## src/rtl/tow_pkg.sv

```systemverilog
// -----------------------------------------------------------------------------
// tow_pkg
// Shared definitions for the tug-of-war game core, the autoplayer and benches.
//   - 7-bit display codes driven on leds_out by the game core
//   - autoplayer FSM state encoding
//   - one step of the 16-bit Galois LFSR (mask 16'hB400, right-shifting)
// -----------------------------------------------------------------------------
package tow_pkg;

    localparam logic [6:0] DARK   = 7'h00;
    localparam logic [6:0] GO     = 7'h7F;
    localparam logic [6:0] LWIN   = 7'h70;
    localparam logic [6:0] RWIN   = 7'h07;
    localparam logic [6:0] SPLASH = 7'h4D;
    localparam logic [6:0] CENTER = 7'h08;

    localparam logic [15:0] LFSR_MASK = 16'hB400;

    typedef enum logic [2:0] {
        ST_IDLE      = 3'd0,
        ST_WAIT_DARK = 3'd1,
        ST_WAIT_GO   = 3'd2,
        ST_REACT     = 3'd3,
        ST_PRESS     = 3'd4,
        ST_DONE      = 3'd5
    } state_t;

    // Galois form: shift right, fold the bit shifted out back in via the mask.
    function automatic logic [15:0] lfsr_next(input logic [15:0] cur);
        logic [15:0] nxt;
        nxt = {1'b0, cur[15:1]};
        if (cur[0]) begin
            nxt = nxt ^ LFSR_MASK;
        end
        return nxt;
    endfunction

endpackage

```

## src/rtl/tow_autoplayer_if.sv

```systemverilog
// -----------------------------------------------------------------------------
// tow_autoplayer_if
// Button/LED side of the autoplayer.
//   en         autoplayer enable (low forces idle)
//   leds_out   7-bit game display, as driven by the game core
//   jump_l/r   per-side early press during the dark phase
//   pbl/pbr    left/right push-button drive
//   busy       high in any state except IDLE/DONE
//   round_cnt  completed rounds, saturating at 255
//   err        sticky press-timeout flag
// master: the side that drives display/controls (game core or bench)
// slave : the autoplayer itself
// -----------------------------------------------------------------------------
interface tow_autoplayer_if;

    logic       en;
    logic [6:0] leds_out;
    logic       jump_l;
    logic       jump_r;
    logic       pbl;
    logic       pbr;
    logic       busy;
    logic [7:0] round_cnt;
    logic       err;

    modport master (
        output en, leds_out, jump_l, jump_r,
        input  pbl, pbr, busy, round_cnt, err
    );

    modport slave (
        input  en, leds_out, jump_l, jump_r,
        output pbl, pbr, busy, round_cnt, err
    );

endinterface

```

## src/rtl/tow_lfsr16.sv

```systemverilog
// -----------------------------------------------------------------------------
// tow_lfsr16
// 16-bit Galois LFSR used for the per-side reaction delays.
//   clk   system clock, rising edge
//   rst   synchronous, active-low reset; loads seed
//   en    advance one step per cycle while high, hold otherwise
//   seed  reset value; an all-zero seed is replaced by 16'h0001
//   q     current LFSR state
// -----------------------------------------------------------------------------
module tow_lfsr16
    import tow_pkg::*;
(
    input  logic        clk,
    input  logic        rst,
    input  logic        en,
    input  logic [15:0] seed,
    output logic [15:0] q
);

    logic [15:0] r_q;
    logic [15:0] w_seed;

    // all-zero is the lock-up state of the register
    assign w_seed = (seed == '0) ? 16'h0001 : seed;

    always_ff @(posedge clk) begin
        if (!rst) begin
            r_q <= w_seed;
        end else if (en) begin
            r_q <= lfsr_next(r_q);
        end
    end

    assign q = r_q;

endmodule

```

## src/rtl/tow_autoplayer.sv

```systemverilog
// -----------------------------------------------------------------------------
// tow_autoplayer
// Automated opponent for the tug-of-war game. Watches the display and drives
// both push-buttons with independent pseudo-random reaction delays, optional
// per-side jump (press during dark phase) and a press-hold timeout.
//   clk   system clock, rising edge
//   rst   synchronous, active-low reset
//   bus   tow_autoplayer_if.slave (en, leds_out, jump_l/r in;
//         pbl, pbr, busy, round_cnt, err out; all outputs registered)
// -----------------------------------------------------------------------------
module tow_autoplayer
    import tow_pkg::*;
#(
    parameter logic [15:0] LFSR_SEED = 16'hACE1,
    parameter int unsigned BASE_DLY  = 8,
    parameter int unsigned CW        = 10,
    parameter int unsigned HOLD_MAX  = 255
) (
    input  logic          clk,
    input  logic          rst,
    tow_autoplayer_if.slave bus
);

    localparam int unsigned HW = $clog2(HOLD_MAX + 1);

    state_t        r_state;
    logic          r_pbl;
    logic          r_pbr;
    logic          r_busy;
    logic          r_err;
    logic [7:0]    r_round;
    logic          r_jump;      // current press was a jump (no reaction counting)
    logic [CW-1:0] r_dl;
    logic [CW-1:0] r_dr;
    logic [HW-1:0] r_hold;

    logic [15:0]   w_lfsr;
    logic [CW-1:0] w_dl_load;
    logic [CW-1:0] w_dr_load;
    logic          w_fire_l;
    logic          w_fire_r;
    logic          w_release;
    logic          w_win;
    logic          w_timeout;
    logic          w_jump_any;

    tow_lfsr16 u_lfsr (
        .clk  (clk),
        .rst  (rst),
        .en   (bus.en),
        .seed (LFSR_SEED),
        .q    (w_lfsr)
    );

    assign w_dl_load  = CW'(BASE_DLY) + CW'(w_lfsr[3:0]);
    assign w_dr_load  = CW'(BASE_DLY) + CW'(w_lfsr[7:4]);

    // a side fires on the cycle its counter is seen at zero
    assign w_fire_l   = (r_dl == '0) && !r_pbl;
    assign w_fire_r   = (r_dr == '0) && !r_pbr;

    // a jump press is released by any non-dark display; a normal press also
    // has to see the display leave GO
    assign w_release  = r_jump ? (bus.leds_out != DARK)
                               : ((bus.leds_out != DARK) && (bus.leds_out != GO));
    assign w_win      = (bus.leds_out == LWIN) || (bus.leds_out == RWIN);
    assign w_timeout  = (r_hold == HW'(HOLD_MAX - 1));
    assign w_jump_any = bus.jump_l || bus.jump_r;

    always_ff @(posedge clk) begin
        if (!rst) begin
            r_state <= ST_IDLE;
            r_pbl   <= 1'b0;
            r_pbr   <= 1'b0;
            r_busy  <= 1'b0;
            r_err   <= 1'b0;
            r_round <= '0;
            r_jump  <= 1'b0;
            r_dl    <= '0;
            r_dr    <= '0;
            r_hold  <= '0;
        end else if (!bus.en) begin
            // counters, err and round count are left untouched
            r_state <= ST_IDLE;
            r_pbl   <= 1'b0;
            r_pbr   <= 1'b0;
            r_busy  <= 1'b0;
        end else begin
            case (r_state)
                ST_IDLE: begin
                    r_state <= ST_WAIT_DARK;
                    r_busy  <= 1'b1;
                end

                ST_WAIT_DARK: begin
                    if (bus.leds_out == DARK) begin
                        r_state <= ST_WAIT_GO;
                    end
                end

                ST_WAIT_GO: begin
                    // jump wins over a GO sampled in the same cycle
                    if (w_jump_any) begin
                        r_pbl   <= bus.jump_l;
                        r_pbr   <= bus.jump_r;
                        r_jump  <= 1'b1;
                        r_hold  <= '0;
                        r_state <= ST_PRESS;
                    end else if (bus.leds_out == GO) begin
                        r_dl    <= w_dl_load;
                        r_dr    <= w_dr_load;
                        r_jump  <= 1'b0;
                        r_state <= ST_REACT;
                    end
                end

                ST_REACT: begin
                    if (r_dl != '0) r_dl <= r_dl - 1'b1;
                    if (r_dr != '0) r_dr <= r_dr - 1'b1;
                    if (w_fire_l) r_pbl <= 1'b1;
                    if (w_fire_r) r_pbr <= 1'b1;
                    if (w_fire_l || w_fire_r) begin
                        r_hold  <= '0;
                        r_state <= ST_PRESS;
                    end
                end

                ST_PRESS: begin
                    if (w_release) begin
                        r_pbl   <= 1'b0;
                        r_pbr   <= 1'b0;
                        if (r_round != 8'hFF) r_round <= r_round + 8'd1;
                        r_state <= w_win ? ST_DONE : ST_WAIT_DARK;
                        r_busy  <= !w_win;
                    end else if (w_timeout) begin
                        r_pbl   <= 1'b0;
                        r_pbr   <= 1'b0;
                        r_err   <= 1'b1;
                        r_state <= ST_WAIT_DARK;
                    end else begin
                        r_hold <= r_hold + 1'b1;
                        // the slower side keeps reacting after the first press
                        if (!r_jump) begin
                            if (r_dl != '0) r_dl <= r_dl - 1'b1;
                            if (r_dr != '0) r_dr <= r_dr - 1'b1;
                            if (w_fire_l) r_pbl <= 1'b1;
                            if (w_fire_r) r_pbr <= 1'b1;
                        end
                    end
                end

                ST_DONE: begin
                    if (bus.leds_out == SPLASH) begin
                        r_state <= ST_WAIT_DARK;
                        r_busy  <= 1'b1;
                    end
                end

                default: begin
                    r_state <= ST_IDLE;
                    r_pbl   <= 1'b0;
                    r_pbr   <= 1'b0;
                    r_busy  <= 1'b0;
                end
            endcase
        end
    end

    assign bus.pbl       = r_pbl;
    assign bus.pbr       = r_pbr;
    assign bus.busy      = r_busy;
    assign bus.round_cnt = r_round;
    assign bus.err       = r_err;

endmodule
```

## src/flat_wrapper.sv

```systemverilog
// flat-port wrapper written by rule: the top's interface ports become plain ports
module tow_autoplayer_flat import tow_pkg::*;
#(
    parameter logic [15:0] LFSR_SEED = 16'hACE1,
    parameter int unsigned BASE_DLY  = 8,
    parameter int unsigned CW        = 10,
    parameter int unsigned HOLD_MAX  = 255
)
  (clk, rst, bus_en, bus_leds_out, bus_jump_l, bus_jump_r, bus_pbl, bus_pbr, bus_busy, bus_round_cnt, bus_err);
  tow_autoplayer_if bus_i ();
  input  logic clk;
  input  logic rst;
  input wire logic [$bits(bus_i.en)-1:0] bus_en;
  input wire logic [$bits(bus_i.leds_out)-1:0] bus_leds_out;
  input wire logic [$bits(bus_i.jump_l)-1:0] bus_jump_l;
  input wire logic [$bits(bus_i.jump_r)-1:0] bus_jump_r;
  output wire logic [$bits(bus_i.pbl)-1:0] bus_pbl;
  output wire logic [$bits(bus_i.pbr)-1:0] bus_pbr;
  output wire logic [$bits(bus_i.busy)-1:0] bus_busy;
  output wire logic [$bits(bus_i.round_cnt)-1:0] bus_round_cnt;
  output wire logic [$bits(bus_i.err)-1:0] bus_err;
  assign bus_i.en = bus_en;
  assign bus_i.leds_out = bus_leds_out;
  assign bus_i.jump_l = bus_jump_l;
  assign bus_i.jump_r = bus_jump_r;
  assign bus_pbl = bus_i.pbl;
  assign bus_pbr = bus_i.pbr;
  assign bus_busy = bus_i.busy;
  assign bus_round_cnt = bus_i.round_cnt;
  assign bus_err = bus_i.err;
  tow_autoplayer #(.LFSR_SEED(LFSR_SEED), .BASE_DLY(BASE_DLY), .CW(CW), .HOLD_MAX(HOLD_MAX)) u_core (.clk(clk), .rst(rst), .bus(bus_i));
endmodule
```

## config.mk

```make
export PLATFORM = sky130hd
export DESIGN_NAME = tow_autoplayer_flat
export DESIGN_NICKNAME = d
export VERILOG_FILES = /design/src/rtl/tow_pkg.sv /design/src/rtl/tow_autoplayer_if.sv /design/src/rtl/tow_lfsr16.sv /design/src/rtl/tow_autoplayer.sv /design/src/flat_wrapper.sv
export SDC_FILE = /design/constraint.sdc
export NUM_CORES = 1
export LEC_CHECK = 0
export CAP_MARGIN = 20
export CORE_MARGIN = 3
export CORE_UTILIZATION = 40
export CTS_CLUSTER_DIAMETER = 40
export DETAILED_ROUTE_END_ITERATION = 10
export MAX_ROUTING_LAYER = met4
export PLACE_DENSITY = 0.67
export SLEW_MARGIN = 10
export SYNTH_ARGS = -nofsm -noshare
export SYNTH_HDL_FRONTEND = slang
export SYNTH_SLANG_ARGS = --single-unit
```

## constraint.sdc

```tcl
create_clock -name clk -period 2.7 [get_ports clk]
set_input_delay 0.27 -clock clk [delete_from_list [all_inputs] [get_ports clk]]
set_output_delay 0.27 -clock clk [all_outputs]
set_load 0.03 [all_outputs]
```

==> results.md <==
- Unique masters post-synth: 63
- Max_cap viols: 0
- WP data required: 2.90 ns
- Synth area leader: dfxtp_1
- Critical path class: reg2reg
- Setup_tns: 0 ns
- Clock Sink Count: 60
- Initial antenna violation count: 0
- Critical path arrival: 2.71 ns
- FF+latch count, synth: 60
- Residual DRC: 0
- # rows: 32
- Met3 routed WL: 432 um
- Routability cong.: 0.943
- Max FO, Critical Path: 12
- Drt wl/cell: 15.2 um
- Share of layout cells above drive strength 1: 11.8%
- Top area cells in the synthesized netlist: dfxtp_1 37%, mux2i_1 6.1%, nor2_1 4.8%
- DP HPWL: 5580 um
- CTS H-tree lvls: 3
- Clock power frac: 45.4%
- Fillers: 741
- Number of flops mapped to enable cells by yosys: 0
- First-pass GRT wire length: 13,800 um
- Syn Nets: 410
- Top routing layer in use: met4
- Comb pwr share: 12.4%
- Leakage power total: 1.51 nW
- Fmax: 0.397 GHz
- DRT met1 WL: 3950 um
- Top FF cell, synth: dfxtp_1
- Die width: 96.3 um
- Pwr dens: 560 nW/um^2
- Share of the synthesized area in the top cell type: 36.8%
- DRT antenna net count: 0
- Gr ovfl total: 0
- Vias in the first global route: 2,917
- Drt pass-1 iters: 5
- Num CTS Buffers: 9
- Starting density of the core: 41.8%
- Met2 routed WL: 3630 um
- Switch share: 24.9%
- Unrepaired setup endpoints after global routing: true
- Final Hold Fails: 0
- Post-synth ARST share: 0%
- Core box area: 7810 um^2
- Status: completed
- Sequential share of the synthesized area: 36.8%
- CTS root buf: clkbuf_8
- Syn avg cell area: 8.35 um^2
- Slew @ Worst Pin: 0.833 ns
- Clk Latency, worst-skew pair: 0.34 ns
- Reg2reg setup slack: 0.18 ns
- Clock Skew: 0.0146 ns
- DIE HEIGHT: 96.3 um
- Layout area overhead: 21.6%
- Max VDD drop: 0.000266 V
- Post-Route WL: 8130 um
- CTS tree: built
- P_int: 0.00167 W
- Post-Syn Area: 3260 um^2
- Largest net degree at the start of global routing: 24
- Clock Tree Buf Depth: 2
- Vias: 3,058
- # setup viols final: 0
- Total track usage: 19.4%
- Slew Limit Fails: 0
- Gate Count Post-Synth: 391
- Num ports: 24
- Yosys Warn Count: 0
- Net Sw Power: 0.000553 W
- Detailed-route vias per instance: 5.73
- Commonest non-fill, non-tap cell in the layout: dfxtp_1
- Initial DRC Count: 184
- Final period util: 93.2%
- Die area: 9280 um^2
- Nets: 446
- Crit start category: flip-flop
- Final core occ: 50.8%
- Final min period: 2.52 ns
- Max-Slew Margin vs Limit: 43.9%
- Endpoint type of the worst setup path: flip-flop
- Sequential Power Share: 42.2%
- Post-CTS Hold Fix Bufs: 0
- Reg clk slew, reported paths: 0.07 ns
- HP Class: reg2reg
- Diode count: 0
- Port Buf Inserts: 23
- Most frequent cells in the layout: 60 x dfxtp_1, 42 x nor2_1, 32 x nand2_1, 30 x a21oi_1, 23 x clkdlybuf4s50_1
## final timing paths
| kind | from | endpoint | cells after the start |
|---|---|---|---|
| worst min-delay path | u_core.bus.err | u_core.bus.err | 1 |
| worst max register to register | u_core.r_dr[0] | u_core.r_dr[1] | 8 |
| worst min register to register | u_core.bus.err | u_core.bus.err | 1 |
| worst max-delay path | u_core.r_dr[0] | u_core.r_dr[1] | 8 |
## cells by family (layout without fill, tap and decap cells)
family	count (synthesis)	count (layout)	share of synthesized area, %
compound gates	99	99	20.2
xor+xnor	14	14	3.76
fa+ha+maj	7	7	2.68
buf+inv	32	73	4.18
flops	60	60	36.8
mux	20	20	6.13
simple gates	159	159	26.3
## per-layer routing
layer / vias up / GRT usage (%)
li1: 1516 / -
met1: 1446 / 25.8
met2: 83 / 28.4
met3: 13 / 5.24
met4: 0 / 6.31
met5: - / -
## power groups by stage
stage                     combinational [W]  clock [W]  sequential [W]
after floorplan                    0.000183          0        0.000950
after global placement             0.000261          0        0.000956
after detailed placement           0.000264          0        0.000957
after CTS                          0.000267    0.00103        0.000937
after global routing               0.000305    0.00107        0.000941
final                              0.000275    0.00101        0.000937
## state kept, by name, indices dropped and copies added (netlist names)
signal                flops
u_core.r_dl              10
u_core.bus.busy           1
u_core.r_hold             8
u_core.bus.round_cnt      8
u_core.bus.pbr            1
u_core.r_jump             1
u_core.r_dr              10
u_core.bus.err            1
u_core.bus.pbl            1
u_core.r_state            3
u_core.u_lfsr.q          16
## per-stage QoR
step	hold slack, ns	area, um^2	total power, W	cells	worst slack, ns
floorplan	0.439	3260	0.00113	391	0.329
global placement	0.455	3690	0.00122	518	0.0983
detailed placement	0.460	3690	0.00122	518	0.0165
CTS	0.483	3940	0.00223	534	0.120
global route	0.512	3970	0.00232	534	-0.0350
finish	0.476	3970	0.00222	534	0.184
## worst max-delay path, cell delays in order, from the launching register on
cell and delay, ns:
dfxtp_1 0.34, inv_1 0.10, ha_1 0.14, or4b_2 0.63, or3_1 0.40, o221ai_4 0.34
buf_4 0.20, mux2i_1 0.18, nor2_1 0.06
## cells in the mapped netlist, drive strengths merged, types with 6 or more instances
cell,instances
nor3b,6
nand2,32
or4,9
xor2,9
nor2,42
nor3,11
inv,13
o21ai,19
mux2i,20
ha,7
buf,10
a21oi,31
nor4,10
or3,7
o31ai,8
dfxtp,60
nand3,15
clkbuf,9
## area by class of cell
type | count | area, um^2 | area share (%)
multi-input combinational | 299 | 1950 | 49.2
clock buffer | 10 | 138 | 3.47
inverter | 13 | 48.8 | 1.23
tap | 102 | 128 | 3.22
clock inverter | 6 | 111 | 2.81
timing repair buffer | 44 | 388 | 9.77
sequential | 60 | 1200 | 30.3
## what timing repair did
| item | CTS | global route |
|---|---|---|
| buffers inserted | 0 | 0 |
| gates resized for setup | 0 | 3 |
| setup endpoints to repair | 0 | 4 |
(Power assumes the default switching activity.)
